File: src/rtl/alu_exec_ctrl.sv
// alu_exec_ctrl: accepts one RV32 R-/I-type ALU instruction at a time, decodes it, reads
//   rs1/rs2, drives the combinational ALU and writes the result back to rd.
// Latency: rf_we/done 3 cycles after acceptance (3+MUL_LAT for MUL); illegal pulses 2 cycles after.
// Backpressure: instr_ready is high only in IDLE; instr_valid outside IDLE is ignored, not queued.
// Ports: clk/rst (sync, active-high); instr_valid/instr_ready/instr handshake;
//   rf_raddr1/2 + rf_rdata1/2 register-file read; alu_op/alu_a/alu_b/alu_y ALU interface;
//   rf_we/rf_waddr/rf_wdata write-back; done/illegal one-cycle status pulses.
// Build option: define ALU_CTRL_MUL_EN to make MUL legal and build the MUL_WAIT state/counter.
module alu_exec_ctrl #(
  parameter int XLEN    = 32,
  parameter int MUL_LAT = 3
) (
  input  logic            clk,
  input  logic            rst,
  input  logic            instr_valid,
  output logic            instr_ready,
  input  logic [31:0]     instr,
  output logic [4:0]      rf_raddr1,
  output logic [4:0]      rf_raddr2,
  input  logic [XLEN-1:0] rf_rdata1,
  input  logic [XLEN-1:0] rf_rdata2,
  output logic [3:0]      alu_op,
  output logic [XLEN-1:0] alu_a,
  output logic [XLEN-1:0] alu_b,
  input  logic [XLEN-1:0] alu_y,
  output logic            rf_we,
  output logic [4:0]      rf_waddr,
  output logic [XLEN-1:0] rf_wdata,
  output logic            done,
  output logic            illegal
);

  if (MUL_LAT < 1 || MUL_LAT > 15) begin : g_bad_mul_lat
    $error("alu_exec_ctrl: MUL_LAT must be in 1..15");
  end

  localparam logic [6:0] OPC_R = 7'b0110011;
  localparam logic [6:0] OPC_I = 7'b0010011;

  localparam logic [3:0] OP_ADD  = 4'd0;
  localparam logic [3:0] OP_SUB  = 4'd1;
  localparam logic [3:0] OP_AND  = 4'd3;
  localparam logic [3:0] OP_OR   = 4'd4;
  localparam logic [3:0] OP_XOR  = 4'd5;
  localparam logic [3:0] OP_SLT  = 4'd6;
  localparam logic [3:0] OP_SLTU = 4'd7;
  localparam logic [3:0] OP_SLL  = 4'd8;
  localparam logic [3:0] OP_SRL  = 4'd9;
  localparam logic [3:0] OP_SRA  = 4'd10;
`ifdef ALU_CTRL_MUL_EN
  localparam logic [3:0] OP_MUL   = 4'd2;
  localparam logic [3:0] CNT_INIT = 4'(MUL_LAT - 1);
`endif

  typedef enum logic [2:0] {
    S_IDLE     = 3'd0,
    S_DECODE   = 3'd1,
    S_EXEC     = 3'd2,
    S_MUL_WAIT = 3'd3,
    S_WB       = 3'd4
  } state_t;

  state_t          state_q, state_d;
  logic [31:0]     instr_q, instr_d;
  logic [3:0]      alu_op_q, alu_op_d;
  logic [XLEN-1:0] alu_a_q, alu_a_d;
  logic [XLEN-1:0] alu_b_q, alu_b_d;
  logic            rf_we_q, rf_we_d;
  logic [4:0]      rf_waddr_q, rf_waddr_d;
  logic [XLEN-1:0] rf_wdata_q, rf_wdata_d;
  logic            done_q, done_d;
  logic            illegal_q, illegal_d;
`ifdef ALU_CTRL_MUL_EN
  logic [3:0]      cnt_q, cnt_d;
`endif

  // Instruction fields; imm[11:5] of an I-type shares bits with funct7.
  logic [6:0]      opcode;
  logic [2:0]      funct3;
  logic [6:0]      funct7;
  logic [4:0]      rd;
  logic [11:0]     imm;
  logic [XLEN-1:0] imm_sext;
  logic [XLEN-1:0] shamt_i;
  logic [XLEN-1:0] shamt_r;

  assign opcode   = instr_q[6:0];
  assign funct3   = instr_q[14:12];
  assign funct7   = instr_q[31:25];
  assign rd       = instr_q[11:7];
  assign imm      = instr_q[31:20];
  assign imm_sext = {{(XLEN-12){imm[11]}}, imm};
  // Shift amounts keep only the low 5 bits, zero-extended.
  assign shamt_i  = {{(XLEN-5){1'b0}}, imm[4:0]};
  assign shamt_r  = {{(XLEN-5){1'b0}}, rf_rdata2[4:0]};

  assign rf_raddr1 = instr_q[19:15];
  assign rf_raddr2 = instr_q[24:20];

  // funct3 -> ALU op; alt selects SUB/SRA over ADD/SRL.
  function automatic logic [3:0] f3_op(input logic [2:0] f3, input logic alt);
    logic [3:0] op;
    case (f3)
      3'b000:  op = alt ? OP_SUB : OP_ADD;
      3'b001:  op = OP_SLL;
      3'b010:  op = OP_SLT;
      3'b011:  op = OP_SLTU;
      3'b100:  op = OP_XOR;
      3'b101:  op = alt ? OP_SRA : OP_SRL;
      3'b110:  op = OP_OR;
      default: op = OP_AND;
    endcase
    return op;
  endfunction

  logic            dec_legal;
  logic [3:0]      dec_op;
  logic [XLEN-1:0] dec_b;

  always_comb begin
    dec_legal = 1'b0;
    dec_op    = OP_ADD;
    dec_b     = rf_rdata2;
    case (opcode)
      OPC_R: begin
        if (funct3 == 3'b001 || funct3 == 3'b101) dec_b = shamt_r;
        if (funct7 == 7'b0000000) begin
          dec_legal = 1'b1;
          dec_op    = f3_op(funct3, 1'b0);
        end else if (funct7 == 7'b0100000 && (funct3 == 3'b000 || funct3 == 3'b101)) begin
          dec_legal = 1'b1;
          dec_op    = f3_op(funct3, 1'b1);
        end
`ifdef ALU_CTRL_MUL_EN
        else if (funct7 == 7'b0000001 && funct3 == 3'b000) begin
          dec_legal = 1'b1;
          dec_op    = OP_MUL;
        end
`endif
      end
      OPC_I: begin
        dec_b = imm_sext;
        case (funct3)
          3'b001: begin
            dec_b     = shamt_i;
            dec_legal = (funct7 == 7'b0000000);
            dec_op    = OP_SLL;
          end
          3'b101: begin
            dec_b     = shamt_i;
            dec_legal = (funct7 == 7'b0000000) || (funct7 == 7'b0100000);
            dec_op    = f3_op(funct3, funct7[5]);
          end
          default: begin
            dec_legal = 1'b1;
            dec_op    = f3_op(funct3, 1'b0);
          end
        endcase
      end
      default: ;
    endcase
  end

  logic enter_wb;

  always_comb begin
    state_d    = state_q;
    instr_d    = instr_q;
    alu_op_d   = alu_op_q;
    alu_a_d    = alu_a_q;
    alu_b_d    = alu_b_q;
    rf_waddr_d = rf_waddr_q;
    rf_wdata_d = rf_wdata_q;
    rf_we_d    = 1'b0;
    done_d     = 1'b0;
    illegal_d  = 1'b0;
    enter_wb   = 1'b0;
`ifdef ALU_CTRL_MUL_EN
    cnt_d      = cnt_q;
`endif
    case (state_q)
      S_IDLE: begin
        if (instr_valid) begin
          instr_d = instr;
          state_d = S_DECODE;
        end
      end
      S_DECODE: begin
        if (dec_legal) begin
          alu_op_d = dec_op;
          alu_a_d  = rf_rdata1;
          alu_b_d  = dec_b;
          state_d  = S_EXEC;
        end else begin
          illegal_d = 1'b1;
          state_d   = S_IDLE;
        end
      end
      S_EXEC: begin
`ifdef ALU_CTRL_MUL_EN
        if (alu_op_q == OP_MUL) begin
          cnt_d   = CNT_INIT;
          state_d = S_MUL_WAIT;
        end else begin
          rf_wdata_d = alu_y;
          enter_wb   = 1'b1;
        end
`else
        rf_wdata_d = alu_y;
        enter_wb   = 1'b1;
`endif
      end
`ifdef ALU_CTRL_MUL_EN
      S_MUL_WAIT: begin
        // Operands stay registered; the multiplier result is taken on the last wait cycle.
        if (cnt_q == 4'd0) begin
          rf_wdata_d = alu_y;
          enter_wb   = 1'b1;
        end else begin
          cnt_d = cnt_q - 4'd1;
        end
      end
`endif
      S_WB: state_d = S_IDLE;
      default: state_d = S_IDLE;
    endcase
    // Status pulses are registered, so they are set on the transition into WB.
    if (enter_wb) begin
      state_d    = S_WB;
      rf_we_d    = (rd != 5'd0);
      done_d     = 1'b1;
      rf_waddr_d = rd;
    end
  end

  always_ff @(posedge clk) begin
    if (rst) begin
      state_q    <= S_IDLE;
      instr_q    <= '0;
      alu_op_q   <= '0;
      alu_a_q    <= '0;
      alu_b_q    <= '0;
      rf_we_q    <= 1'b0;
      rf_waddr_q <= '0;
      rf_wdata_q <= '0;
      done_q     <= 1'b0;
      illegal_q  <= 1'b0;
`ifdef ALU_CTRL_MUL_EN
      cnt_q      <= '0;
`endif
    end else begin
      state_q    <= state_d;
      instr_q    <= instr_d;
      alu_op_q   <= alu_op_d;
      alu_a_q    <= alu_a_d;
      alu_b_q    <= alu_b_d;
      rf_we_q    <= rf_we_d;
      rf_waddr_q <= rf_waddr_d;
      rf_wdata_q <= rf_wdata_d;
      done_q     <= done_d;
      illegal_q  <= illegal_d;
`ifdef ALU_CTRL_MUL_EN
      cnt_q      <= cnt_d;
`endif
    end
  end

  assign instr_ready = (state_q == S_IDLE);
  assign alu_op      = alu_op_q;
  assign alu_a       = alu_a_q;
  assign alu_b       = alu_b_q;
  assign rf_we       = rf_we_q;
  assign rf_waddr    = rf_waddr_q;
  assign rf_wdata    = rf_wdata_q;
  assign done        = done_q;
  assign illegal     = illegal_q;

endmodule
File: config.mk
export PLATFORM = sky130hd
export DESIGN_NAME = alu_exec_ctrl
export DESIGN_NICKNAME = d
export VERILOG_FILES = /design/src/rtl/alu_exec_ctrl.sv
export SDC_FILE = /design/constraint.sdc
export NUM_CORES = 1
export LEC_CHECK = 0
export CELL_PAD_IN_SITES_DETAIL_PLACEMENT = 2
export CELL_PAD_IN_SITES_GLOBAL_PLACEMENT = 2
export CORE_MARGIN = 2
export CORE_UTILIZATION = 22
export DETAILED_ROUTE_END_ITERATION = 8
export GPL_TIMING_DRIVEN = 1
export PLACE_DENSITY_LB_ADDON = 0.3
export SLEW_MARGIN = 25
export SYNTH_ARGS = -nofsm -noshare
export SYNTH_HDL_FRONTEND = slang
export SYNTH_SLANG_ARGS = --single-unit
File: constraint.sdc
create_clock -name clk -period 1.75 [get_ports clk]
set_input_delay 0.35 -clock clk [delete_from_list [all_inputs] [get_ports clk]]
set_output_delay 0.35 -clock clk [all_outputs]
set_load 0.02 [all_outputs]
==> run summary <==
Measured slew at the worst slew-check pin - 0.411 ns
Routed Wire Length - 24.4 mm
CTS Buffer Depth - 2
DR pass1 iterations - 4
Post-synth EDFFs - 0
Initial core utilization - 22.2%
Layout area overhead - 76.9%
TritonCTS clock tree - built
Nets@finish - 983
Worst EP arrival - 2.27 ns
Final standard cell area without fillers - 10100 sq um
Synth cell types - 45
MaxCap Viol Count - 0
Final setup fails - 68
WP buf/inv - 1
Worst Reg-to-Reg Cells - 5
Design Power - 7950 uW
Peak VDD IR - 0.000475 V
Diode count - 0
Fraction of registers with async set/reset - 0%
Setup slack after layout - -0.243 ns
Die Y - 165 um
H-Tree Depth - 4
Gpl congestion - 0.738
Kind of start point of the critical path - register
Main synth FF type - dfxtp_1
Commonest non-fill, non-tap cell in the layout - dfxtp_1
CTS Sinks - 143
Largest net degree at the start of global routing - 58
Syn_nets - 714
Most frequent cells in the layout - dfxtp_1 (138), clkdlybuf4s50_1 (132), nand2_1 (87), dlygate4sd2_1 (77), buf_4 (57)
Total track usage - 16.9%
Area after DPL - 9220 sq um
Root Driver - clkbuf_16
CP endpoint kind - register
# rows - 59
Power Dens Cells - 784 nW/um^2
Synthesized cell area - 5730 sq um
Starting DRC count in detailed routing - 208
Synth Area per Inst - 9.83 sq um
Worst r2r dst - alu_op[0]$_SDFFE_PP0P_
Core Box Area - 25800 sq um
Skew-Pair Late Insertion Delay - 0.42 ns
End of the critical path - alu_op[0]$_SDFFE_PP0P_
Max stage delay on crit path - 0.51 ns
Critical Path Start - instr_q[12]$_SDFFE_PP0P_
Crit path max fanout - 8
R2r setup slk - -0.24 ns
Min-Delay Path Class - in -> reg
Critical Path RT - 2.03 ns
Post-Syn Instances - 583
Crit share post-route - 114%
Setup Crit Path Kind - reg -> reg
Synthesis Warnings - 0
Worst r2r src - instr_q[12]$_SDFFE_PP0P_
Critical path's top delay family - compound AO/OA/AOI/OAI gates
Via count - 5783
Unrepaired setup endpoints after global routing - true
ANT nets after route - 0
Critical path, cell by cell - xor2_1 -> o21a_1 -> o32a_4 -> buf_6 -> o41ai_1
Share of layout cells above drive strength 1 - 23.8%
Die area - 27300 sq um
Per-cell routed wire length - 20.3 um
Skew final - 0.0157 ns
Slowest CP cell - o32a_4
Initial antenna violation count - 0
Die width - 165 um
DRC violations left - 0
Final slew viol count - 0
# IOs - 250
Vias in the first global route - 6311
Maximum clock rate - 502 MHz
CTS Hold Buffers Added - 0
Status - finished, violations left
Failing checks - setup timing
Port-buffer cells - 249
First-pass GRT wire length - 35.6 mm
Clk slew on worst S/H paths - 0.06 ns
P_leak - 0.00479 uW
FF+latch count, synth - 143
Seq/Total Area, Yosys - 50.0%
CTS buffer count - 17
Post-detail-place hpwl - 17.0 mm
Final Hold Viols - 0
Vias/cell - 4.82
Final min period - 1.99 ns
Worst rel slew slack - 71.9%
Overflow after GRT - 0
Levels on crit path - 5
registers in the layout (all words and copies together), names as in the netlist:
register  cells
rf_we         1
illegal       1
state_q       3
alu_a        32
done          1
instr_q      32
alu_op        4
alu_b        32
rf_wdata     32
rf_waddr      5
cell type report:
type | count | area [sq um]
fill | 2728 | 15700
timing repair buffer | 321 | 3220
sequential | 143 | 2870
inverter | 3 | 12.5
clock buffer | 19 | 443
clock inverter | 13 | 151
tap | 335 | 419
multi-input combinational | 366 | 3010
synthesized netlist by cell type (all sizes together), types with 6 or more instances:
master / number / area share (%)
clkbuf: 50 / 3.3
nor4: 14 / 1.8
a31o: 64 / 9.8
buf: 22 / 3.0
a21oi: 36 / 3.1
a2111oi: 21 / 3.5
o21ai: 8 / 0.70
a22o: 37 / 5.7
nor3: 8 / 0.70
nor2: 6 / 0.39
nand2: 90 / 6.1
and4: 32 / 4.9
dfxtp: 143 / 50
a22oi: 6 / 0.79
how the worst min path moves through the flow:
stage	startpoint	to	slack, ns	cells after the start
floorplan	instr_q[15]$_SDFFE_PP0P_	instr_q[15]$_SDFFE_PP0P_	0.44	2
global placement	instr_q[15]$_SDFFE_PP0P_	instr_q[15]$_SDFFE_PP0P_	0.44	2
detailed placement	instr_q[17]$_SDFFE_PP0P_	instr_q[17]$_SDFFE_PP0P_	0.45	2
CTS	rst	illegal$_SDFF_PP0_	0.18	2
global route	rst	illegal$_SDFF_PP0_	0.20	2
finish	rst	illegal$_SDFF_PP0_	0.19	2
layer usage:
| metal | global-route usage [%] | share of wire [%] | vias up | routed length (um) |
|---|---|---|---|---|
| li1 | - | - | 2726 | - |
| met1 | 20.3 | 42 | 2864 | 10300 |
| met2 | 30.2 | 51 | 178 | 12500 |
| met3 | 4.10 | 5.7 | 15 | 1380 |
| met4 | 4.51 | 0.93 | 0 | 227 |
| met5 | 0 | 0 | - | 0 |
cells by family after synthesis:
group | Yosys count | share of synthesized area (%)
multiplexers | 6 | 1.07
AND/OR/NAND/NOR | 174 | 16.7
flip-flops | 143 | 50.0
AO/OA/AOI/OAI | 184 | 25.7
buffers and inverters | 75 | 6.44
XOR/XNOR | 1 | 0.153
through the flow:
step | std cells | setup WS, ns | hold WS, ns | TNS (ns) | utilization [%]
CTS | 1194 | -0.183 | 0.178 | -9.88 | 38.1
global placement | 1159 | -0.167 | 0.443 | -7.72 | 35.7
global route | 1200 | -0.333 | 0.198 | -17.30 | 39.2
finish | 1200 | -0.243 | 0.192 | -10.30 | 39.2
floorplan | 583 | -0.0907 | 0.437 | -2.68 | -
detailed placement | 1159 | -0.410 | 0.454 | -14.49 | 35.7
worst register-to-register path: stages (launching register included):
cell and delay [ns]:
dfxtp_2 0.32, xor2_1 0.15, o21a_1 0.30, o32a_4 0.51, buf_6 0.16, o41ai_1 0.41
power by group:
group | switching (uW) | leakage [uW] | internal, uW
clock | 1590 | 0.000283 | 2170
sequential | 39.2 | 0.00116 | 3300
combinational | 393 | 0.00335 | 451
total | 2030 | 0.00479 | 5920
what timing repair did:
action / CTS / global route
gates cloned: 1 / 3
setup endpoints to repair: 146 / 108
endpoints found under the hold margin: 0 / 0
resized for setup: 99 / 55
setup buffers: 4 / 3
pin swaps: 4 / 0
Power figures use the tool's default switching activity.
